<file path="src/rtl/credit_start_ctrl.sv">
// Start/game-sequence controller: debounces the start buttons, debits 1 or 2 credits, then runs INIT/PLAY/OVER.
// Optional macro FREE_PLAY_EN: ignore credits, skip the debit pulse, blink both lamps in attract.
module credit_start_ctrl #(
    parameter int DEBOUNCE_CYC = 16,
    parameter int PULSE_CYC    = 4,
    parameter int OVER_HOLD    = 64,
    parameter int BLINK_LOG2   = 4
) (
    input  logic i_clk_drv,
    input  logic i_rst_n,
    input  logic i_start1,
    input  logic i_start2,
    input  logic i_1_or_2_credit,
    input  logic i_2_credit,
    input  logic i_game_over,
    output logic o_1_cr_start_n,
    output logic o_2_cr_start,
    output logic o_game_init,
    output logic o_attract,
    output logic o_play2,
    output logic o_lamp1,
    output logic o_lamp2
);

    localparam int DB_W    = $clog2(DEBOUNCE_CYC + 1);
    localparam int CNT_MAX = (PULSE_CYC > OVER_HOLD) ? PULSE_CYC : OVER_HOLD;
    localparam int CNT_W   = $clog2(CNT_MAX + 1);
    localparam int BL_W    = BLINK_LOG2 + 1;

    typedef enum logic [2:0] {
        ST_ATTRACT = 3'd0,
        ST_DEBIT   = 3'd1,
        ST_INIT    = 3'd2,
        ST_PLAY    = 3'd3,
        ST_OVER    = 3'd4
    } state_t;

    state_t            r_state;
    state_t            w_state_next;
    logic [CNT_W-1:0]  r_cnt;
    logic [BL_W-1:0]   r_blink_cnt;
    logic              r_play2;
    logic [1:0]        w_raw;
    logic [1:0]        w_evt;
    logic              w_blink;
    logic              w_start1;
    logic              w_start2;

    assign w_raw = {i_start2, i_start1};

    // Run-length debouncer: the level follows the raw input once it has been sampled equal DEBOUNCE_CYC times in a row.
    genvar gi;
    generate
        for (gi = 0; gi < 2; gi++) begin : g_db
            logic            r_prev;
            logic            r_deb;
            logic            r_deb_d;
            logic [DB_W-1:0] r_run;
            logic [DB_W-1:0] w_run_next;

            assign w_run_next = (w_raw[gi] != r_prev)              ? DB_W'(1) :
                                (r_run == DB_W'(DEBOUNCE_CYC))      ? r_run    :
                                                                      r_run + DB_W'(1);

            always_ff @(posedge i_clk_drv or negedge i_rst_n) begin
                if (!i_rst_n) begin
                    r_prev  <= 1'b0;
                    r_deb   <= 1'b0;
                    r_deb_d <= 1'b0;
                    r_run   <= '0;
                end else begin
                    r_prev  <= w_raw[gi];
                    r_run   <= w_run_next;
                    r_deb_d <= r_deb;
                    if (w_run_next == DB_W'(DEBOUNCE_CYC)) begin
                        r_deb <= w_raw[gi];
                    end
                end
            end

            assign w_evt[gi] = r_deb & ~r_deb_d;
        end
    endgenerate

`ifdef FREE_PLAY_EN
    assign w_start1 = w_evt[0];
    assign w_start2 = w_evt[1];
`else
    assign w_start1 = w_evt[0] & i_1_or_2_credit;
    assign w_start2 = w_evt[1] & i_2_credit;
`endif

    always_ff @(posedge i_clk_drv or negedge i_rst_n) begin
        if (!i_rst_n) begin
            r_blink_cnt <= '0;
        end else begin
            r_blink_cnt <= r_blink_cnt + BL_W'(1);
        end
    end

    assign w_blink = r_blink_cnt[BLINK_LOG2];

    always_ff @(posedge i_clk_drv or negedge i_rst_n) begin
        if (!i_rst_n) begin
            r_state <= ST_ATTRACT;
        end else begin
            r_state <= w_state_next;
        end
    end

    always_comb begin
        w_state_next = r_state;
        case (r_state)
            ST_ATTRACT: begin
                if (w_start1 || w_start2) begin
`ifdef FREE_PLAY_EN
                    w_state_next = ST_INIT;
`else
                    w_state_next = ST_DEBIT;
`endif
                end
            end
            ST_DEBIT: begin
                if (r_cnt == CNT_W'(PULSE_CYC - 1)) begin
                    w_state_next = ST_INIT;
                end
            end
            ST_INIT:  w_state_next = ST_PLAY;
            ST_PLAY: begin
                if (i_game_over) begin
                    w_state_next = ST_OVER;
                end
            end
            ST_OVER: begin
                if (r_cnt == CNT_W'(OVER_HOLD - 1)) begin
                    w_state_next = ST_ATTRACT;
                end
            end
            default:  w_state_next = ST_ATTRACT;
        endcase
    end

    // Shared DEBIT/OVER timer, cleared on every state change and saturating otherwise.
    always_ff @(posedge i_clk_drv or negedge i_rst_n) begin
        if (!i_rst_n) begin
            r_cnt <= '0;
        end else if (r_state != w_state_next) begin
            r_cnt <= '0;
        end else if (r_cnt != CNT_W'(CNT_MAX)) begin
            r_cnt <= r_cnt + CNT_W'(1);
        end
    end

    always_ff @(posedge i_clk_drv or negedge i_rst_n) begin
        if (!i_rst_n) begin
            r_play2 <= 1'b0;
        end else if (r_state == ST_ATTRACT && (w_start1 || w_start2)) begin
            r_play2 <= w_start2;
        end
    end

    assign o_play2 = r_play2;

    always_comb begin
        o_1_cr_start_n = 1'b1;
        o_2_cr_start   = 1'b0;
        o_game_init    = 1'b0;
        o_attract      = 1'b0;
        o_lamp1        = 1'b0;
        o_lamp2        = 1'b0;
        case (r_state)
            ST_ATTRACT: begin
                o_attract = 1'b1;
`ifdef FREE_PLAY_EN
                o_lamp1   = w_blink;
                o_lamp2   = w_blink;
`else
                o_lamp1   = w_blink & i_1_or_2_credit;
                o_lamp2   = w_blink & i_2_credit;
`endif
            end
            ST_DEBIT: begin
                o_1_cr_start_n = r_play2;
                o_2_cr_start   = r_play2;
            end
            ST_INIT:  o_game_init = 1'b1;
            default:  ;
        endcase
    end

endmodule
</file>
<file path="config.mk">
export PLATFORM = sky130hd
export DESIGN_NAME = credit_start_ctrl
export DESIGN_NICKNAME = d
export VERILOG_FILES = /design/src/rtl/credit_start_ctrl.sv
export SDC_FILE = /design/constraint.sdc
export NUM_CORES = 1
export LEC_CHECK = 0
export BUFFER_PORTS_ARGS = -buffer_cell sky130_fd_sc_hd__buf_2
export CAP_MARGIN = 0
export CORE_MARGIN = 1
export CORE_UTILIZATION = 45
export CTS_CLUSTER_DIAMETER = 30
export DETAILED_ROUTE_END_ITERATION = 8
export GPL_TIMING_DRIVEN = 0
export SLEW_MARGIN = 40
export SYNTH_ARGS = -nofsm -noshare
export SYNTH_HDL_FRONTEND = slang
export SYNTH_SLANG_ARGS = --single-unit
</file>
<file path="constraint.sdc">
create_clock -name i_clk_drv -period 4.3 [get_ports i_clk_drv]
set_clock_uncertainty 0.1 [all_clocks]
set_input_delay 0.215 -clock i_clk_drv [delete_from_list [all_inputs] [get_ports i_clk_drv]]
set_output_delay 0.215 -clock i_clk_drv [all_outputs]
set_load 0.01 [all_outputs]
</file>
# ---- Word-level counts from Yosys, hierarchy flattened
# Cells that the tools add are included.
dict set report op_classes {
  n_addsub 4
  eq_ne 14
  muxes 17
  n_bitwise 8
  reduce_logical 4
}
# cell count
set ops {}
lappend ops {{$eq 5x5->1 const B} 4}
lappend ops {{$mux 5} 4}
lappend ops {{$add 5x1->5 const B} 3}
lappend ops {{$pmux 3 s5} 1}
lappend ops {{$mux 7} 2}
lappend ops {{$mux 3} 4}
lappend ops {{$add 7x1->7 const B} 1}
lappend ops {{$eq 7x2->1 const B} 1}
lappend ops {{$eq 7x6->1 const B} 1}
lappend ops {{$ne 7x7->1 const B} 1}
lappend ops {{$and 1x1->1} 6}
lappend ops {{$eq 3x2->1 const B} 2}
lappend ops {{$mux 1} 6}
lappend ops {{$eq 3x1->1 const B} 1}
lappend ops {{$eq 3x3->1 const B} 1}
lappend ops {{$logic_not 3->1} 1}
lappend ops {{$ne 3x3->1} 1}
lappend ops {{$ne 1x1->1} 2}
lappend ops {{$not 1->1} 2}
lappend ops {{$reduce_bool 2->1} 1}
lappend ops {{$logic_and 1x1->1} 1}
lappend ops {{$logic_or 1x1->1} 1}
dict set report totals {
  regBits 32
  in_bits 7
  out_inout_bits 7
  elab_cells 59
}

# ---- Logic depth before layout (Yosys ltp)
# Gate-level depths: netlist of run 1.
dict set report depth {
  depth_word 8
  depth_mapped 6
  depth_no_buf 6
}

# ---- Worst setup path before layout of run 1
# No wires, ideal clock.
dict set report synth_timing {
  path_type {register -> register}
  start {register g_db[0].r_run[0]}
  end {register g_db[0].r_deb}
  setup_time_ns 0.128
  t_arrival_ns 1.734
  required_time_ns 4.072
  path_slack_ns 2.338
  path_stages_with_launch 7
  n_path_buf 0
  synth_period_minus_slack_ns 1.962
  path_cell_list {dfrtp_1 inv_1 ha_1 and4bb_4 o21bai_1 a2111oi_2 mux2_1}
}
dict set report synth_via {
  elab_chain_len 4
  elab_cells_between_ends 5
  classes_between {1 x add/sub; 2 x eq/ne; 2 x mux}
}
# element line_no
set synth_rtl {}
lappend synth_rtl {{start: declaration} 58} ;# logic [DB_W-1:0] r_run;
lappend synth_rtl {{start signal: assignment} 73} ;# r_run <= w_run_next;
lappend synth_rtl {{$add 5x1->5 or $eq 5x5->1 (tied branches)} {63, 62}}
lappend synth_rtl {{$mux 5 (*)} 62} ;# (r_run == DB_W'(DEBOUNCE_CYC)) ? r_run :
lappend synth_rtl {{$mux 5 (*)} 61} ;# assign w_run_next = (w_raw[gi] != r_prev) ? DB_W'(1) :
lappend synth_rtl {{$eq 5x5->1 (*)} 75} ;# if (w_run_next == DB_W'(DEBOUNCE_CYC)) begin
lappend synth_rtl {{end signal: assignment} 76} ;# r_deb <= w_raw[gi];
lappend synth_rtl {{end: declaration} 56} ;# logic r_deb;
# Mark *: on every way between the ends. The rest lies on a longest branch, timed or not.
# A chain may end at the register's enable or synchronous reset.

# ---- Worst setup path after layout of run 1
# Ends and elaborated chain as after synthesis.

==> results.yml, run 1 <==
global_routing:
  antenna_found_initial: 0
  grt_usage: 0.174
  grt_max_degree: 33
  overflow: 0
  grt_pass1_wl_mm: 4.73
  first_global_vias: 1124
synthesis:
  ys.flop_type: "dfrtp_1"
  syn_inst: 151
  synth_top_area_cell: "dfrtp_1"
  avgSynthCellArea_um2: 10.7
  yosysSeqAreaShare: 0.495
  ys_async_sr_fraction: 1.00
  ys_seq_elements: 32
  synth_edf_count: 0
  ys_top_cells_by_area: "dfrtp_1 49%, xnor2_1 6.5%, ha_1 5.4%"
  synthesis.area_um2: 1620
  synth_fp_nets: 165
  synth_cell_types: 43
  yosysWarnings: 0
  synth_top_area_frac: 0.495
critical_path:
  critical_path.cell_chain: "inv_1 > ha_1 > and4bb_4 > o21bai_1 > a2111oi_2 > mux2_1"
  cp_num_buf_inv: 1
  path_delay_family: "compound AO/OA/AOI/OAI gates"
  path_max_fanout: 6
  crit_type: "flop to flop"
  crit_path_start_kind: "flop"
  crit_arrival_ps: 2210
  crit_path_end_kind: "flop"
  rrSetupSlack_ps: 2200
  critical_path.slowest_cell: "dfrtp_1"
  crit_path_max_incr_delay_ps: 460
  cp.required_ps: 4410
sta:
  period_share: 0.489
  setup_viol: 0
  tightest_slew_ps: 688
  slew_headroom: 0.541
  fmax_mhz: 475
  final_hold_viol_count: 0
  slew_viol_final: 0
  timing.hold.ws_ps: 108
  fin_tns_setup_ps: 0
  grt_setup_unrepaired: "false"
  fin_crit_ps: 2100
status:
  status: "completed"
placement:
  gp_congestion: 0.846
  port_buffers: 13
  placed_cell_area_um2: 1740
  post-dp-hpwl_mm: 1.97
floorplanning:
  io_pins: 14
  die_h_um: 62.0
  start_util: 0.477
  core_area_um2: 3390
  die_area_um2: 3840
  rows: 21
  die_width_um: 62.0
drt:
  wl_mm: 2.73
  via_per_inst: 5.21
  ant_nets: 0
  first_pass_iters: 4
  dr_total_vias: 1135
  drc: 0
  drtIter0Drc: 71
  post_drt_wl_per_cell_um: 12.5
clock_network:
  clk_pin_slew_worst_paths_ps: 80
  root_buffer: "clkbuf_4"
  cts.htree.levels: 2
  cts.repair.resized: 0
  clk_latency_ps: 330
  tritoncts: "yes"
  cts_buffers: 5
  cts_setup_buffers: 0
  clock_path_buffers: 2
  numClockSinks: 32
run:
  timing.max_cap.violations: 0
power:
  p_int_w: 0.000406
  netSwitchingFraction: 0.274
  p_seq_frac: 0.598
  leakagePower_nw: 0.846
  p_clk_frac: 0.263
  ir_drop_uv: 169
  p_per_area_nw_per_um2: 309
  p_switching_w: 0.000153
  combPwrFrac: 0.139
final_layout:
  antennaDiodeCount: 0
  layout-drive-gt1-share: 0.157
  syn_to_final_growth_pct: 11.8
  nNetsFinal: 188
  design_area_um2: 1810
worst_hold_path:
  hold_class: "primary input to flop"
==> cells by family (layout without fill, tap and decap cells) <==
family | after synthesis | in the layout | synth area share
flops | 32 | 32 | 0.495
simple gates | 58 | 58 | 0.205
xor+xnor | 17 | 17 | 0.0920
compound gates | 20 | 20 | 0.0975
mux | 3 | 3 | 0.0201
buf+inv | 13 | 34 | 0.0302
fa+ha+maj | 8 | 8 | 0.0603
==> cell usage in the layout (no fill, tap or decap), drive strengths merged, types with 2 or more instances in the layout <==
| master | n |
|---|---|
| a21oi | 3 |
| a221oi | 2 |
| and2 | 2 |
| and3 | 3 |
| and3b | 2 |
| buf | 13 |
| clkbuf | 6 |
| dfrtp | 32 |
| dlygate4sd3 | 3 |
| ha | 7 |
| inv | 12 |
| mux2 | 2 |
| nand2 | 9 |
| nand2b | 4 |
| nand3 | 7 |
| nand4 | 3 |
| nor2 | 15 |
| nor3b | 2 |
| nor4 | 2 |
| o21ai | 4 |
| o32ai | 2 |
| or2 | 2 |
| xnor2 | 12 |
| xor2 | 5 |
==> layout make-up <==
class | count | area, um2
buffer | 1 | 3.75
clock buffer | 5 | 37.5
fill | 307 | 1580
inverter | 12 | 45.0
multi-input combinational | 106 | 768
sequential | 32 | 801
tap | 46 | 57.6
timing repair buffer | 16 | 95.1
==> power groups by stage <==
| stage | sequential [W] | clock, W | combinational, W |
|---|---|---|---|
| floorplan | 0.000336 | 0 | 0.0000554 |
| global placement | 0.000340 | 0 | 0.0000722 |
| detailed placement | 0.000341 | 0 | 0.0000754 |
| CTS | 0.000335 | 0.000152 | 0.0000784 |
| global route | 0.000338 | 0.000166 | 0.0000882 |
| finish | 0.000335 | 0.000147 | 0.0000775 |
==> worst paths after layout <==
check                      depth (start not counted)                         end                        from
min in group asynchronous                          2        r_cnt[4]$_DFFE_PN0P_                     i_rst_n
setup / recovery                                   6   g_db[0].r_deb$_DFFE_PN0N_  g_db[0].r_run[0]$_DFF_PN0_
max in group asynchronous                          2  g_db[0].r_run[4]$_DFF_PN0_                     i_rst_n
setup reg to reg                                   6   g_db[0].r_deb$_DFFE_PN0N_  g_db[0].r_run[0]$_DFF_PN0_
hold / removal                                     3        r_state[2]$_DFF_PN0_                 i_game_over
hold reg to reg                                    0   g_db[1].r_deb_d$_DFF_PN0_   g_db[1].r_deb$_DFFE_PN0N_
==> metal layers <==
metal | GRT usage | up-vias | routed length (um) | share of wire
met3 | 0.0642 | 7 | 113 | 0.041
met1 | 0.199 | 537 | 1220 | 0.45
met2 | 0.287 | 22 | 1340 | 0.49
li1 | - | 569 | - | -
met4 | 0.0825 | 0 | 59 | 0.022
met5 | 0 | - | 0 | 0
==> sequential cells by signal (all words and copies together) (netlist names) <==
register,cells
g_db.r_run,10
g_db.r_deb_d,2
r_blink_cnt,5
o_play2,1
g_db.r_deb,2
g_db.r_prev,2
r_state,3
r_cnt,7
==> what timing repair did <==
item / 4_1_cts / 5_1_grt
hold buffers: 3 / 0
endpoints found under the setup margin: 0 / 0
hold endpoints to repair: 34 / 0
==> worst register-to-register path, cell delays in order (launching register included) <==
cell and delay, ps:
dfrtp_1 460, inv_1 110, ha_1 210, and4bb_4 220, o21bai_1 160, a2111oi_2 380
mux2_1 360
==> per-stage QoR <==
stage               cells  setup WS (ps)  power [W]  utilization
floorplan             151           2340   0.000392            -
global placement      210           2240   0.000412        0.513
detailed placement    210           2220   0.000416        0.513
CTS                   218           2200   0.000565        0.533
global route          218           2080   0.000591        0.533
finish                218           2200   0.000559        0.533
==> synthesized netlist by cell type, types with 2 or more instances <==
master    count
and2_1        2
and3_1        3
ha_1          7
xor2_1        5
nand2_1       9
xnor2_1      12
a221oi_1      2
and3b_1       2
nand4_1       3
nor2_1       15
nand3_1       7
inv_1        12
nand2b_1      4
dfrtp_1      32
a21oi_1       3
o21ai_0       4
nor4_2        2
nor3b_1       2
(Power assumes the default switching activity.)
==> run 2, diff against run 1 <==
--- a/config.mk
+++ b/config.mk
@@ -12,6 +12,7 @@
 export CTS_CLUSTER_DIAMETER = 30
 export DETAILED_ROUTE_END_ITERATION = 8
 export GPL_TIMING_DRIVEN = 0
+export PLACE_DENSITY = 0.65
 export SLEW_MARGIN = 40
 export SYNTH_ARGS = -nofsm -noshare
 export SYNTH_HDL_FRONTEND = slang
==> constraint.sdc (replaced) <==
create_clock -name i_clk_drv -period 1.9 [get_ports i_clk_drv]
set_clock_uncertainty 0.1 [all_clocks]
set_input_delay 0.095 -clock i_clk_drv [delete_from_list [all_inputs] [get_ports i_clk_drv]]
set_output_delay 0.095 -clock i_clk_drv [all_outputs]
set_load 0.01 [all_outputs]
==> results.yml, run 2 (synthesis results as in run 1) <==
status:
  status: "finished, violations left"
  violations: "setup timing"
floorplanning:
  io_pins: 14
  die_width_um: 62.0
  rows: 21
  start_util: 0.477
  core_area_um2: 3390
  die_area_um2: 3840
  die_h_um: 62.0
global_routing:
  grt_max_degree: 33
  overflow: 0
  antenna_found_initial: 0
  grt_pass1_wl_mm: 4.60
  first_global_vias: 1092
  grt_usage: 0.171
clock_network:
  tritoncts: "yes"
  cts.htree.levels: 2
  clk_latency_ps: 340
  clock_path_buffers: 2
  numClockSinks: 32
  clk_pin_slew_worst_paths_ps: 110
  cts_buffers: 5
  root_buffer: "clkbuf_4"
final_layout:
  mostFrequentLayoutCells: "31 x dfrtp_1, 14 x nor2_1, 13 x buf_2"
  syn_to_final_growth_pct: 25.9
  antennaDiodeCount: 0
  mostFrequentLayoutCell: "dfrtp_1"
  top_register: "g_db.r_run"
  final_cells: 227
  nNetsFinal: 194
  design_area_um2: 2040
  reg.largest.list: "g_db.r_run x10, r_cnt x7, r_blink_cnt x5"
  layout-drive-gt1-share: 0.287
  nFillCells: 276
  regArea_um2: 802
  multi_input_area_um2: 902
  largest_reg_flops: 10
  fin_util: 0.601
power:
  ir_drop_uv: 579
  leakagePower_nw: 0.912
  p_total_w: 0.00152
  p_per_area_nw_per_um2: 744
worst_hold_path:
  hold_class: "primary input to flop"
sta:
  slew_viol_final: 0
  layout_setup_ws_ps: -11.0
  slew_headroom: 0.531
  fmax_mhz: 523
  setup_viol: 1
  period_share: 1.01
  grt_setup_unrepaired: "true"
  tightest_slew_ps: 703
  final_hold_viol_count: 0
  fin_crit_ps: 1910
run:
  timing.max_cap.violations: 0
drt:
  ant_nets: 0
  first_pass_iters: 4
  drc: 0
  drtIter0Drc: 84
  wl_mm: 2.88
  post_drt_wl_per_cell_um: 12.7
  dr_total_vias: 1181
  via_per_inst: 5.20
critical_path:
  crit_type: "flop to flop"
  crit_path_end_kind: "flop"
  critical_path.cell_chain: "inv_2 > ha_4 > and4bb_4 > o21bai_4 > a2111oi_4 > mux2_1"
  critical_path.slowest_cell: "dfrtp_1"
  crit_arrival_ps: 2040
  cp.required_ps: 2020
  path_max_fanout: 4
  crit_path_max_incr_delay_ps: 430
  cp_num_buf_inv: 1
  crit_path_start_kind: "flop"
  path_delay_family: "compound AO/OA/AOI/OAI gates"
placement:
  port_buffers: 13
  gp_congestion: 0.842
  dpl.cell_count: 210
  post-dp-hpwl_mm: 1.93
  placed_cell_area_um2: 1740
run 2: layer usage:
layer | track usage | vias up | wire length, um | share of wire
li1 | - | 587 | - | -
met1 | 0.198 | 564 | 1290 | 0.45
met2 | 0.280 | 23 | 1410 | 0.49
met3 | 0.0642 | 7 | 114 | 0.040
met4 | 0.0825 | 0 | 57 | 0.020
met5 | 0 | - | 0 | 0
run 2: worst paths after layout:
kind / slack, ps / depth (start not counted) / from / to
max in group asynchronous: 970 / 2 / i_rst_n / g_db[0].r_run[0]$_DFF_PN0_
min: 120 / 4 / i_1_or_2_credit / r_state[0]$_DFF_PN0_
min in group asynchronous: 230 / 2 / i_rst_n / r_blink_cnt[2]$_DFF_PN0_
min reg2reg: 300 / 0 / g_db[1].r_deb$_DFFE_PN0N_ / g_db[1].r_deb_d$_DFF_PN0_
max reg2reg: -10 / 6 / g_db[0].r_run[1]$_DFF_PN0_ / g_db[0].r_deb$_DFFE_PN0N_
max: -10 / 6 / g_db[0].r_run[1]$_DFF_PN0_ / g_db[0].r_deb$_DFFE_PN0N_
run 2: cell type report:
type | instances | share of cell area
clock inverter | 3 | 0.0209
sequential | 32 | 0.394
inverter | 12 | 0.0221
tap | 46 | 0.0283
clock buffer | 5 | 0.0184
multi-input combinational | 106 | 0.443
timing repair buffer | 23 | 0.0737
run 2: what timing repair did:
item / in CTS / in global routing
resized for setup: 4 / 18
pin swaps: 1 / 2
hold buffers: 4 / 0
hold endpoints to repair: 38 / 0
setup endpoints to repair: 10 / 11
buffers inserted: 2 / 4
run 2: where the power goes:
part / total (W) / internal, W / switching (W)
clock network: 0.000518 / 0.000274 / 0.000244
logic: 0.000233 / 0.000117 / 0.000117
registers: 0.000764 / 0.000716 / 0.0000480
run 2: worst min-delay path, stage by stage:
cell and delay (ps):
buf_2 80, and3b_1 200, nand2_1 80, o21ai_0 70
run 2: metrics by stage:
step / hold slack (ps) / TNS, ps / setup WS [ps]
2_1_floorplan: -301 / 0 / 12.8
4_1_cts: 77.6 / 0 / 4.41
3_3_place_gp: 74.9 / -679 / -90.0
5_1_grt: 134 / -119 / -62.5
3_5_place_dp: 82.7 / -1050 / -150
6_report: 116 / -11.0 / -11.0
==> run 3, diff against run 2 <==
--- a/config.mk
+++ b/config.mk
@@ -8,11 +8,11 @@
 export BUFFER_PORTS_ARGS = -buffer_cell sky130_fd_sc_hd__buf_2
 export CAP_MARGIN = 0
 export CORE_MARGIN = 1
-export CORE_UTILIZATION = 45
+export CORE_UTILIZATION = 52
 export CTS_CLUSTER_DIAMETER = 30
 export DETAILED_ROUTE_END_ITERATION = 8
 export GPL_TIMING_DRIVEN = 0
-export PLACE_DENSITY = 0.65
+export PLACE_DENSITY = 0.74
 export SLEW_MARGIN = 40
 export SYNTH_ARGS = -nofsm -noshare
 export SYNTH_HDL_FRONTEND = slang
==> results.yml, run 3 (synthesis results as in run 1) <==
status:
  status: "finished, violations left"
  violations: "DRC, setup timing"
run:
  timing.max_cap.violations: 0
global_routing:
  overflow: 0
  antenna_found_initial: 0
  first_global_vias: 1235
  grt_pass1_wl_mm: 5.41
  grt_usage: 0.214
  grt_max_degree: 33
power:
  leakagePower_nw: 0.926
  ir_drop_uv: 602
  p_per_area_nw_per_um2: 772
drt:
  post_drt_wl_per_cell_um: 15.6
  first_pass_iters: 6
  drc: 2
  wl_mm: 3.35
  dr_total_vias: 1207
  drtIter0Drc: 62
  via_per_inst: 5.64
  ant_nets: 0
worst_hold_path:
  holdCritStartpoint: "i_1_or_2_credit"
  holdPathEnd: "r_state[0]$_DFF_PN0_"
  hold_class: "primary input to flop"
  hold_depth: 4
final_layout:
  fin_util: 0.709
  top_register: "g_db.r_run"
  antennaDiodeCount: 0
  reg.largest.list: "g_db.r_run x10, r_cnt x7, r_blink_cnt x5"
  syn_to_final_growth_pct: 25.1
  mostFrequentLayoutCell: "dfrtp_1"
  mostFrequentLayoutCells: "31 x dfrtp_1, 14 x nor2_1, 13 x buf_2"
  nNetsFinal: 196
  layout-drive-gt1-share: 0.295
  largest_reg_flops: 10
sta:
  layout_setup_ws_ps: -8.14
  grt_setup_unrepaired: "true"
  setup_viol: 1
  final_hold_viol_count: 0
  fmax_mhz: 524
  slew_viol_final: 0
  slew_headroom: 0.523
  period_share: 1.00
  tightest_slew_ps: 716
  timing.hold.ws_ps: 109
  fin_crit_ps: 1910
floorplanning:
  core_area_um2: 2850
  io_pins: 14
  rows: 19
  die_area_um2: 3340
  start_util: 0.567
  die_width_um: 57.8
  die_h_um: 57.8
critical_path:
  cp.required_ps: 2040
  r2r_cells: 6
  reg2reg_from: "g_db[0].r_run[0]$_DFF_PN0_"
  crit_path_start_kind: "flop"
  path_max_fanout: 4
  rrSetupSlack_ps: -8
  reg2reg_to: "g_db[0].r_deb$_DFFE_PN0N_"
  crit_arrival_ps: 2040
  crit_path_end_kind: "flop"
  crit_type: "flop to flop"
placement:
  port_buffers: 13
  post-dp-hpwl_mm: 1.99
  gp_congestion: 0.842
clock_network:
  clk_pin_slew_worst_paths_ps: 120
  cts.htree.levels: 2
  tritoncts: "yes"
  cts_buffers: 5
  numClockSinks: 32
  clk_latency_ps: 340
  clock_path_buffers: 2
  root_buffer: "clkbuf_4"
## run 3: changes by cell type in the layout (fill, tap and decap cells not counted), sizes merged
cell | previous run | this run
buf | 19 | 20
dlygate4sd3 | 4 | 5
## run 3: worst max-delay path by stage
stage                                          start                        end  slack, ps  depth (start not counted)
after floorplan           g_db[0].r_run[0]$_DFF_PN0_  g_db[0].r_deb$_DFFE_PN0N_         10                          6
after global placement          r_cnt[0]$_DFFE_PN0P_       r_cnt[5]$_DFFE_PN0P_        -90                          5
after detailed placement  g_db[0].r_run[0]$_DFF_PN0_  g_db[0].r_deb$_DFFE_PN0N_       -170                          6
after CTS                 g_db[0].r_run[0]$_DFF_PN0_  g_db[0].r_deb$_DFFE_PN0N_       -100                          5
after global routing      g_db[0].r_run[0]$_DFF_PN0_  g_db[0].r_deb$_DFFE_PN0N_        -70                          6
final                     g_db[0].r_run[0]$_DFF_PN0_  g_db[0].r_deb$_DFFE_PN0N_         -8                          6
## run 3: power by group
group | switching (W) | leakage [nW] | internal (W)
registers | 0.0000497 | 0.407 | 0.000716
clock network | 0.000251 | 0.0412 | 0.000274
logic | 0.000133 | 0.478 | 0.000137
total | 0.000434 | 0.926 | 0.00113
## run 3: what timing repair did
action / CTS / global route
pin swaps: 3 / 2
resized for setup: 7 / 15
hold buffers: 5 / 0
endpoints found under the setup margin: 10 / 11
cloned: 0 / 0
endpoints found under the hold margin: 37 / 0
setup buffers: 5 / 2
## run 3: area by class of cell
type | instances | area (um2)
clock buffers | 5 | 37.5
clock inverters | 3 | 42.5
fillers | 201 | 830
inverters | 12 | 45.0
multi-input cells | 106 | 890
flip-flops and latches | 32 | 802
well taps | 31 | 38.8
repair buffers | 25 | 168
## run 3: worst max-delay path, stage by stage, from the launching register on
cell and delay (ps):
dfrtp_2 460, inv_2 90, ha_4 120, and4bb_4 270, o2bb2ai_2 90, a2111oi_4 360, mux2_4 340
## run 3: per-stage QoR
stage / worst slack [ps] / TNS [ps] / instances / total power (W) / area [um2]
floorplan: 12.8 / 0 / 151 / 0.000887 / 1620
global placement: -89.2 / -660 / 195 / 0.000929 / 1720
detailed placement: -166 / -728 / 195 / 0.000940 / 1720
CTS: -101 / -101 / 213 / 0.00150 / 1920
global route: -68.3 / -68.3 / 214 / 0.00163 / 2020
finish: -8.14 / -8.14 / 214 / 0.00156 / 2020
## run 3: metal layers
layer / part of all wire / routed length [um] / global-route usage / vias up
met3: 0.043 / 144 / 0.0625 / 4
met2: 0.48 / 1620 / 0.342 / 34
met5: 0 / 0 / 0 / -
li1: - / - / - / 589
met4: 0.011 / 38 / 0.0680 / 0
met1: 0.46 / 1540 / 0.282 / 580
